## src/rtl/alu_pkg.sv

```systemverilog
// rtl/alu_pkg.sv - opcode bit indices, opcode width and FSM states for alu_pipe
package alu_pkg;

   localparam int OPC_W = 24;

   localparam int OP_ADD  = 0;
   localparam int OP_SUB  = 1;
   localparam int OP_SADR = 2;
   localparam int OP_LADR = 3;
   localparam int OP_SGE  = 5;
   localparam int OP_SLE  = 6;
   localparam int OP_SGT  = 7;
   localparam int OP_SLT  = 8;
   localparam int OP_SEQ  = 9;
   localparam int OP_SNE  = 10;
   localparam int OP_AND  = 11;
   localparam int OP_OR   = 12;
   localparam int OP_XOR  = 13;
   localparam int OP_NOT  = 14;
   localparam int OP_SLI  = 16;
   localparam int OP_SRI  = 17;
   localparam int OP_ADDI = 18;
   localparam int OP_SUBI = 19;
   localparam int OP_MUL  = 20;

   typedef enum logic {RUN, MUL} state_t;

   function automatic logic [OPC_W-1:0] onehot(input int idx);
      return OPC_W'(1) << idx;
   endfunction

endpackage

```

## src/rtl/alu_mul_iter.sv

```systemverilog
// rtl/alu_mul_iter.sv - iterative shift-add multiplier, low WIDTH bits of a*b
// The last partial product is added combinationally so WIDTH steps fit in WIDTH cycles.
module alu_mul_iter #(
   parameter int WIDTH = 32,
   localparam int CW = $clog2(WIDTH)
) (
   input  logic             clk,
   input  logic             rst,
   input  logic             start,
   input  logic             run,
   input  logic [WIDTH-1:0] a,
   input  logic [WIDTH-1:0] b,
   output logic [CW-1:0]    cnt,
   output logic             done,
   output logic [WIDTH-1:0] product
);

   logic [WIDTH-1:0] mcand;
   logic [WIDTH-1:0] mplier;
   logic [WIDTH-1:0] acc;

   always_ff @(posedge clk or posedge rst) begin
      if (rst) begin
         mcand  <= '0;
         mplier <= '0;
         acc    <= '0;
         cnt    <= '0;
      end else if (start) begin
         mcand  <= a;
         mplier <= b;
         acc    <= '0;
         cnt    <= '0;
      end else if (run && !done) begin
         acc    <= acc + (mplier[0] ? mcand : '0);
         mcand  <= mcand << 1;
         mplier <= mplier >> 1;
         cnt    <= cnt + CW'(1);
      end
   end

   assign done    = (cnt == CW'(WIDTH - 1));
   assign product = acc + (mplier[0] ? mcand : '0);

endmodule

```

## src/rtl/alu_pipe.sv

```systemverilog
// rtl/alu_pipe.sv - handshaked execute-stage ALU with registered result and flags
// Optional iterative multiplier on opcode bit 20 when ALU_MUL_EN is defined.
module alu_pipe #(
   parameter int WIDTH = 32,
   parameter int TAG_W = 5,
   parameter int OPC_W = alu_pkg::OPC_W
) (
   input  logic             clk,
   input  logic             rst,
   input  logic             in_valid,
   output logic             in_ready,
   input  logic [OPC_W-1:0] opc,
   input  logic [WIDTH-1:0] drs1,
   input  logic [WIDTH-1:0] drs2,
   input  logic [WIDTH-1:0] dimm,
   input  logic [TAG_W-1:0] tag_in,
   output logic             out_valid,
   input  logic             out_ready,
   output logic [WIDTH-1:0] dout,
   output logic [TAG_W-1:0] tag_out,
   output logic             flag_z,
   output logic             flag_c,
   output logic             flag_v,
   output logic             flag_err
);
   import alu_pkg::*;

   localparam int SH_W = $clog2(WIDTH);
   localparam int M    = WIDTH - 1;

   state_t           state, state_d;
   logic             load_ok, accept;
   logic             mul_start, mul_exit;
   logic [M:0]       mul_prod;
   logic [TAG_W-1:0] mul_tag;

   logic [M:0]       opa, opb, lres, res_d;
   logic [WIDTH:0]   ext;
   logic             sub, arith, err_d, is_mul, c_d, v_d;

   assign load_ok   = !out_valid || out_ready;
   assign in_ready  = (state == RUN) && load_ok;
   assign accept    = in_valid && in_ready;
   assign mul_start = accept && is_mul;

   always_comb begin
      opa    = drs1;
      opb    = drs2;
      sub    = 1'b0;
      arith  = 1'b0;
      lres   = '0;
      err_d  = 1'b0;
      is_mul = 1'b0;
      case (opc)
         onehot(OP_ADD):  arith = 1'b1;
         onehot(OP_SUB):  begin arith = 1'b1; sub = 1'b1; end
         onehot(OP_SADR): begin arith = 1'b1; opa = drs2; opb = dimm; end
         onehot(OP_LADR),
         onehot(OP_ADDI): begin arith = 1'b1; opb = dimm; end
         onehot(OP_SUBI): begin arith = 1'b1; sub = 1'b1; opb = dimm; end
         onehot(OP_SGE):  lres = WIDTH'(drs1 >= drs2);
         onehot(OP_SLE):  lres = WIDTH'(drs1 <= drs2);
         onehot(OP_SGT):  lres = WIDTH'(drs1 > drs2);
         onehot(OP_SLT):  lres = WIDTH'(drs1 < drs2);
         onehot(OP_SEQ):  lres = WIDTH'(drs1 == drs2);
         onehot(OP_SNE):  lres = WIDTH'(drs1 != drs2);
         onehot(OP_AND):  lres = drs1 & drs2;
         onehot(OP_OR):   lres = drs1 | drs2;
         onehot(OP_XOR):  lres = drs1 ^ drs2;
         onehot(OP_NOT):  lres = ~drs1;
         onehot(OP_SLI):  lres = drs1 << dimm[SH_W-1:0];
         onehot(OP_SRI):  lres = drs1 >> dimm[SH_W-1:0];
`ifdef ALU_MUL_EN
         onehot(OP_MUL):  is_mul = 1'b1;
`endif
         default:         err_d = 1'b1;
      endcase
   end

   // One shared WIDTH+1 adder; its top bit is carry for adds and borrow for subs.
   assign ext   = sub ? ({1'b0, opa} - {1'b0, opb}) : ({1'b0, opa} + {1'b0, opb});
   assign res_d = arith ? ext[M:0] : lres;
   assign c_d   = arith & ext[WIDTH];
   assign v_d   = arith & (sub ? (opa[M] ^ opb[M]) : ~(opa[M] ^ opb[M])) & (ext[M] ^ opa[M]);

`ifdef ALU_MUL_EN
   logic            mul_done;
   logic [SH_W-1:0] mul_cnt;
   logic            mul_cnt_unused;

   alu_mul_iter #(.WIDTH(WIDTH)) u_mul (
      .clk     (clk),
      .rst     (rst),
      .start   (mul_start),
      .run     (state == MUL),
      .a       (drs1),
      .b       (drs2),
      .cnt     (mul_cnt),
      .done    (mul_done),
      .product (mul_prod)
   );

   assign mul_cnt_unused = ^mul_cnt;
   assign mul_exit       = (state == MUL) && mul_done && load_ok;

   always_ff @(posedge clk or posedge rst) begin
      if (rst)            mul_tag <= '0;
      else if (mul_start) mul_tag <= tag_in;
   end
`else
   assign mul_exit = 1'b0;
   assign mul_prod = '0;
   assign mul_tag  = '0;
`endif

   always_ff @(posedge clk or posedge rst) begin
      if (rst) state <= RUN;
      else     state <= state_d;
   end

   always_comb begin
      state_d = state;
      case (state)
         RUN:     if (mul_start) state_d = MUL;
         MUL:     if (mul_exit)  state_d = RUN;
         default: state_d = RUN;
      endcase
   end

   // Illegal ops still produce a result, with every flag but err cleared.
   always_ff @(posedge clk or posedge rst) begin
      if (rst) begin
         out_valid <= 1'b0;
         dout      <= '0;
         tag_out   <= '0;
         flag_z    <= 1'b0;
         flag_c    <= 1'b0;
         flag_v    <= 1'b0;
         flag_err  <= 1'b0;
      end else if (accept && !is_mul) begin
         out_valid <= 1'b1;
         dout      <= res_d;
         tag_out   <= tag_in;
         flag_z    <= (res_d == '0) && !err_d;
         flag_c    <= c_d;
         flag_v    <= v_d;
         flag_err  <= err_d;
      end else if (mul_exit) begin
         out_valid <= 1'b1;
         dout      <= mul_prod;
         tag_out   <= mul_tag;
         flag_z    <= (mul_prod == '0);
         flag_c    <= 1'b0;
         flag_v    <= 1'b0;
         flag_err  <= 1'b0;
      end else if (out_ready) begin
         out_valid <= 1'b0;
      end
   end

endmodule

```

## config.mk

```make
export PLATFORM = sky130hd
export DESIGN_NAME = alu_pipe
export DESIGN_NICKNAME = d
export VERILOG_FILES = /design/src/rtl/alu_pkg.sv /design/src/rtl/alu_mul_iter.sv /design/src/rtl/alu_pipe.sv
export SDC_FILE = /design/constraint.sdc
export NUM_CORES = 1
export LEC_CHECK = 0
export ABC_CLOCK_PERIOD_IN_PS = 4500
export CAP_MARGIN = 40
export CELL_PAD_IN_SITES_DETAIL_PLACEMENT = 2
export CELL_PAD_IN_SITES_GLOBAL_PLACEMENT = 2
export CORE_ASPECT_RATIO = 0.5
export CORE_MARGIN = 2
export CORE_UTILIZATION = 35
export CTS_BUF_LIST = sky130_fd_sc_hd__clkbuf_8
export CTS_CLUSTER_SIZE = 40
export DETAILED_ROUTE_END_ITERATION = 8
export PLACE_DENSITY = 0.9
export SLEW_MARGIN = 20
export SYNTH_ARGS = -nofsm -noshare
export SYNTH_HDL_FRONTEND = slang
export SYNTH_SLANG_ARGS = --single-unit
```

## constraint.sdc

```tcl
create_clock -name clk -period 4.5 [get_ports clk]
set_input_delay 0.675 -clock clk [delete_from_list [all_inputs] [get_ports clk]]
set_output_delay 0.675 -clock clk [all_outputs]
set_load 0.03 [all_outputs]
```

==> results of run 1 <==
[stage by stage]
step	setup TNS [ns]	std cells	hold slack, ns
floorplan	-4.12	1674	0.646
global placement	-26.42	2720	0.449
[kinds of logic after synthesis]
kind of cell | after synthesis | share of synthesized area
muxes | 119 | 0.145
xor gates and xnor gates | 56 | 0.0405
adders and majority gates | 131 | 0.136
and+or+nand+nor | 632 | 0.253
buffers and inverters | 211 | 0.0716
AOI/OAI and AO/OA | 483 | 0.267
DFF | 42 | 0.0867
==> results by group, run 1 <==
Run status
  • Halt Reason: [ERROR DPL-0033] detailed placement checks failed during check placement.
  • Stopping stage: detailed placement (3_5_place_dp)
  • Status: did not finish

Yosys
  • EDFF count, synth: 0
  • Ys async rst share: 1.00
  • Syn. warnings: 0
  • Post-synthesis cell type count: just over 100
  • Biggest area consumer among synthesized cells: ha_1
  • Commonest cells in the netlist: nand2_1, nor2_1, ha_1, a21oi_1, o21ai_0
  • Avg Cell Area, Syn: about 7.2 um^2
  • Synth Register Bits: 42
  • Post-synthesis sequential area ratio: 0.0867
  • Top-count cell post-synth: nand2_1
  • Post-Syn Area: 0.0121 mm^2
  • Mapped Cells: ~1,700
  • Synth top area share: 0.134
  • Syn Nets: 1,934
  • Ranking of synthesized cells by area: ha_1, dfrtp_1, mux4_2
  • Synth Flop Type: dfrtp_1

Place
  • Gp weighted congestion: 1.10
  • Hpwl dp: around 80,000 um
  • IO Port Bufs: 171

Die
  • FP Rows: 48
  • Initial Util: 0.354
  • Io pins: roughly 170
  • Chip height: ~140 um
  • Die extent in x: 267 um
==> inputs of run 2 (changes only) <==
==> config.mk (replaced) <==
export PLATFORM = sky130hd
export DESIGN_NAME = alu_pipe
export DESIGN_NICKNAME = d
export VERILOG_FILES = /design/src/rtl/alu_pkg.sv /design/src/rtl/alu_mul_iter.sv /design/src/rtl/alu_pipe.sv
export SDC_FILE = /design/constraint.sdc
export NUM_CORES = 1
export LEC_CHECK = 0
export ABC_CLOCK_PERIOD_IN_PS = 4500
export CAP_MARGIN = 40
export CORE_MARGIN = 2
export CORE_UTILIZATION = 40
export DETAILED_ROUTE_END_ITERATION = 8
export PLACE_DENSITY_LB_ADDON = 0.15
export SLEW_MARGIN = 20
export SYNTH_ARGS = -nofsm -noshare
export SYNTH_HDL_FRONTEND = slang
export SYNTH_SLANG_ARGS = --single-unit
==> results by group, run 2 <==
Yosys
  • Post-synthesis sequential area ratio: 0.0867 (unchanged)
  • Top-count cell post-synth: nand2_1 (unchanged)
  • Syn Nets: 1,934 (unchanged)
  • Commonest cells in the netlist: nand2_1, nor2_1, ha_1, a21oi_1, o21ai_0 (unchanged)
  • Syn. warnings: 0 (unchanged)
  • Post-synthesis cell type count: 101 (unchanged)
  • Mapped Cells: 1,674 (unchanged)
  • Synth Flop Type: dfrtp_1 (unchanged)
  • Post-Syn Area: 0.0121 mm^2 (unchanged)
  • Synth Register Bits: 42 (unchanged)
  • EDFF count, synth: 0 (unchanged)
  • Ys async rst share: 1.00 (unchanged)
  • Ranking of synthesized cells by area: ha_1, dfrtp_1, mux4_2 (unchanged)
  • Avg Cell Area, Syn: 7.24 um^2 (unchanged)
  • Synth top area share: 0.134 (unchanged)
  • Biggest area consumer among synthesized cells: ha_1 (unchanged)

Timing
  • Crit share post-route: 1.21
  • Hold Vio Cnt, Final: 0
  • Fin worst setup slack: -0.938 ns
  • Worst-Margin Slew: ~1.1 ns
  • Clock period minus worst slack: 5.44 ns
  • Unrepaired setup endpoints after global routing: yes
  • Peak Freq: ~180 MHz
  • Fin Clk Skew: between 0.01 and 0.015 ns
  • Setup TNS Final: -8.95 ns
  • Final Setup Violations: 21
  • Slew headroom: 0.269
  • Max-slew violation count: 0

Layout
  • NumNets Final: about 2,600
  • Commonest non-fill, non-tap cell in the layout: buf_4
  • # diodes: 0
  • Largest Register: dout
  • Commonest non-fill, non-tap cells in the layout: buf_4, nand2_1, nor2_1
  • Max FFs per register: 32
  • Post-Layout Inst Area: roughly 0.020 mm^2
  • Leading registers by flop count: dout x32, tag_out x5
  • Fraction of layout cells with a size suffix above 1: 0.389
  • Area grow syn2layout: 63.6%

Clock tree
  • H-tree Lvls: 2
  • Reg clk slew, reported paths: approximately 0.07 ns
  • Worst skew pair latency: about 0.31 ns
  • CTS Hold Buffers Added: 0
  • Root buffer cell: clkbuf_16
  • Cts bufs inserted: 5
  • CTS tree: built
  • Clk buf depth: 2
  • CTS Sinks: 42

Job
  • Max-cap check violation count: 0

Setup path
  • R2r setup slk: approximately 2.1 ns
  • Reg2reg start: out_valid
  • Crit Path Max Fanout: 3
  • CP arrival: roughly 5.7 ns
  • FF-to-FF path depth: 10
  • Slowest stage delay, CP: 0.62 ns
  • Worst R2R End: flag_z
  • Worst-path cell chain: buf_6 -> or4_4 -> nor4_2 -> buf_4 -> buf_6 -> nand4_1 -> or4_4 -> a21oi_4 -> buf_6 -> nor2_4 -> xor2_1 -> ha_1 -> a21o_1 -> buf_4 -> a21oi_1 -> a21boi_4 -> o31ai_1 -> mux2i_2 -> a2111oi_1 -> nand4_1 -> nor4_2 -> nand4_1 -> o41ai_2
  • Slowest cell on the critical path: or4_4
  • Startpoint types: input pin
  • Critical path class: in -> reg
  • Crit. End Element: register
  • CP required: 4.71 ns

Global routing
  • Largest net degree at the start of global routing: 60
  • Antenna violations before repair: 1
  • First-pass GRT wire length: 95,400 um
  • Global route total overflow: 0
  • Number of global-route vias before repair: between 15,000 and 20,000
  • Total GRT Usage: 0.402

Die
  • Chip height: 178 um (was 136 um)
  • FP Rows: 63 (was 48)
  • Io pins: 172 (unchanged)
  • Die extent in x: 178 um (was 267 um)
  • Core area: about 0.03 mm^2
  • Die area: between 0.03 and 0.04 mm^2
  • Initial Util: 0.408 (was 0.354)

Route
  • Routed wire length: about 66,000 um
  • Post-route ant nets: 0
  • Remaining DRCs: 0
  • Vias: 16,700
  • Initial DRC Count: just over 2,000
  • Vias per cell: 6.11
  • Count of TritonRoute iterations in the first routing pass: 8
  • Routed wire per std cell: 24.0 um

Run status
  • Failing checks: setup timing
  • Status: complete, but fails checks (was did not finish)

Power
  • Pwr per Cell Area: 137 mW/mm^2
  • LEAKAGE: roughly 9 nW
  • Overall Power: between 2 and 3 mW
  • Max VDD drop: roughly 0.13 mV

Min path
  • Hold/Removal Path Class: reg -> reg
  • Hold EP: dout[14]
  • Hold Crit Depth: 2
  • Worst hold path startpoint: dout[14]

Place
  • Gp weighted congestion: 1.03 (was 1.10)
  • Area after DPL: ~0.018 mm^2
  • IO Port Bufs: 171 (unchanged)
  • Hpwl dp: 53,600 um (was 79,700 um)
==> run 2: cell counts after synthesis <==
Identical to the previous run, type by type.
==> run 2: cells by family after synthesis <==
group / share of synthesized area
buffers and inverters: 0.0716
AO/OA/AOI/OAI: 0.267
flip-flops: 0.0867
multiplexers: 0.145
AND/OR/NAND/NOR: 0.253
adder cells (fa/ha/maj): 0.136
XOR/XNOR: 0.0405
==> run 2: how the worst max path moves through the flow <==
stage          startpoint     end  cells past startpoint
2_1_floorplan     opc[22]  flag_z                     22
3_3_place_gp       opc[9]  flag_z                     23
3_5_place_dp      opc[22]  flag_z                     24
6_report          drs2[0]  flag_z                     23
5_1_grt           drs2[0]  flag_z                     24
4_1_cts           drs2[0]  flag_z                     21
==> run 2: through the flow <==
stage | hold slack, ns | instances | util | setup WS (ns)
after global placement | 0.451 | 2677 | 0.614 | -1.48
after global routing | 0.483 | 2742 | 0.668 | -1.09
after floorplan | 0.646 | 1674 | - | -0.744
final | 0.464 | 2742 | 0.668 | -0.938
after detailed placement | 0.455 | 2677 | 0.614 | -1.52
after CTS | 0.468 | 2719 | 0.640 | -0.870
==> run 2: worst max-delay path: cells and delay by family <==
family | cells | cell delay (ns)
xor gates and xnor gates | 1 | 0.14
muxes | 1 | 0.20
and+or+nand+nor | 8 | 2.08
AOI/OAI and AO/OA | 7 | 1.65
buffers and inverters | 5 | 0.62
adders and majority gates | 1 | 0.30
==> run 2: repair_timing <==
| item | 4_1_cts | 5_1_grt |
|---|---|---|
| setup buffers | 36 | 30 |
| endpoints found under the setup margin | 30 | 30 |
| pin swaps | 82 | 93 |
| gates cloned | 1 | 0 |
| resized for setup | 161 | 176 |
==> run 2: layout make-up <==
class	instances	area [um^2]
Inverter	98	368
Fill cell	2621	9880
Multi-Input combinational cell	1421	11300
Tap cell	390	488
Clock inverter	3	21.3
Sequential cell	42	1050
Timing Repair Buffer	783	6520
Clock buffer	5	125
==> run 2: metal layers <==
| metal | track usage | vias to the layer above | wire [um] |
|---|---|---|---|
| li1 | - | 7535 | - |
| met1 | 0.577 | 7973 | 27300 |
| met2 | 0.593 | 1072 | 27800 |
| met3 | 0.0784 | 166 | 8080 |
| met4 | 0.148 | 0 | 2670 |
| met5 | 0 | - | 0 |
==> run 2: power breakdown <==
group	total, mW	internal, mW	leakage, nW	switching, mW
logic	1.95	0.930	8.49	1.02
clock network	0.369	0.206	0.0698	0.164
registers	0.400	0.393	0.560	0.00769
Power figures use the tool's default switching activity.
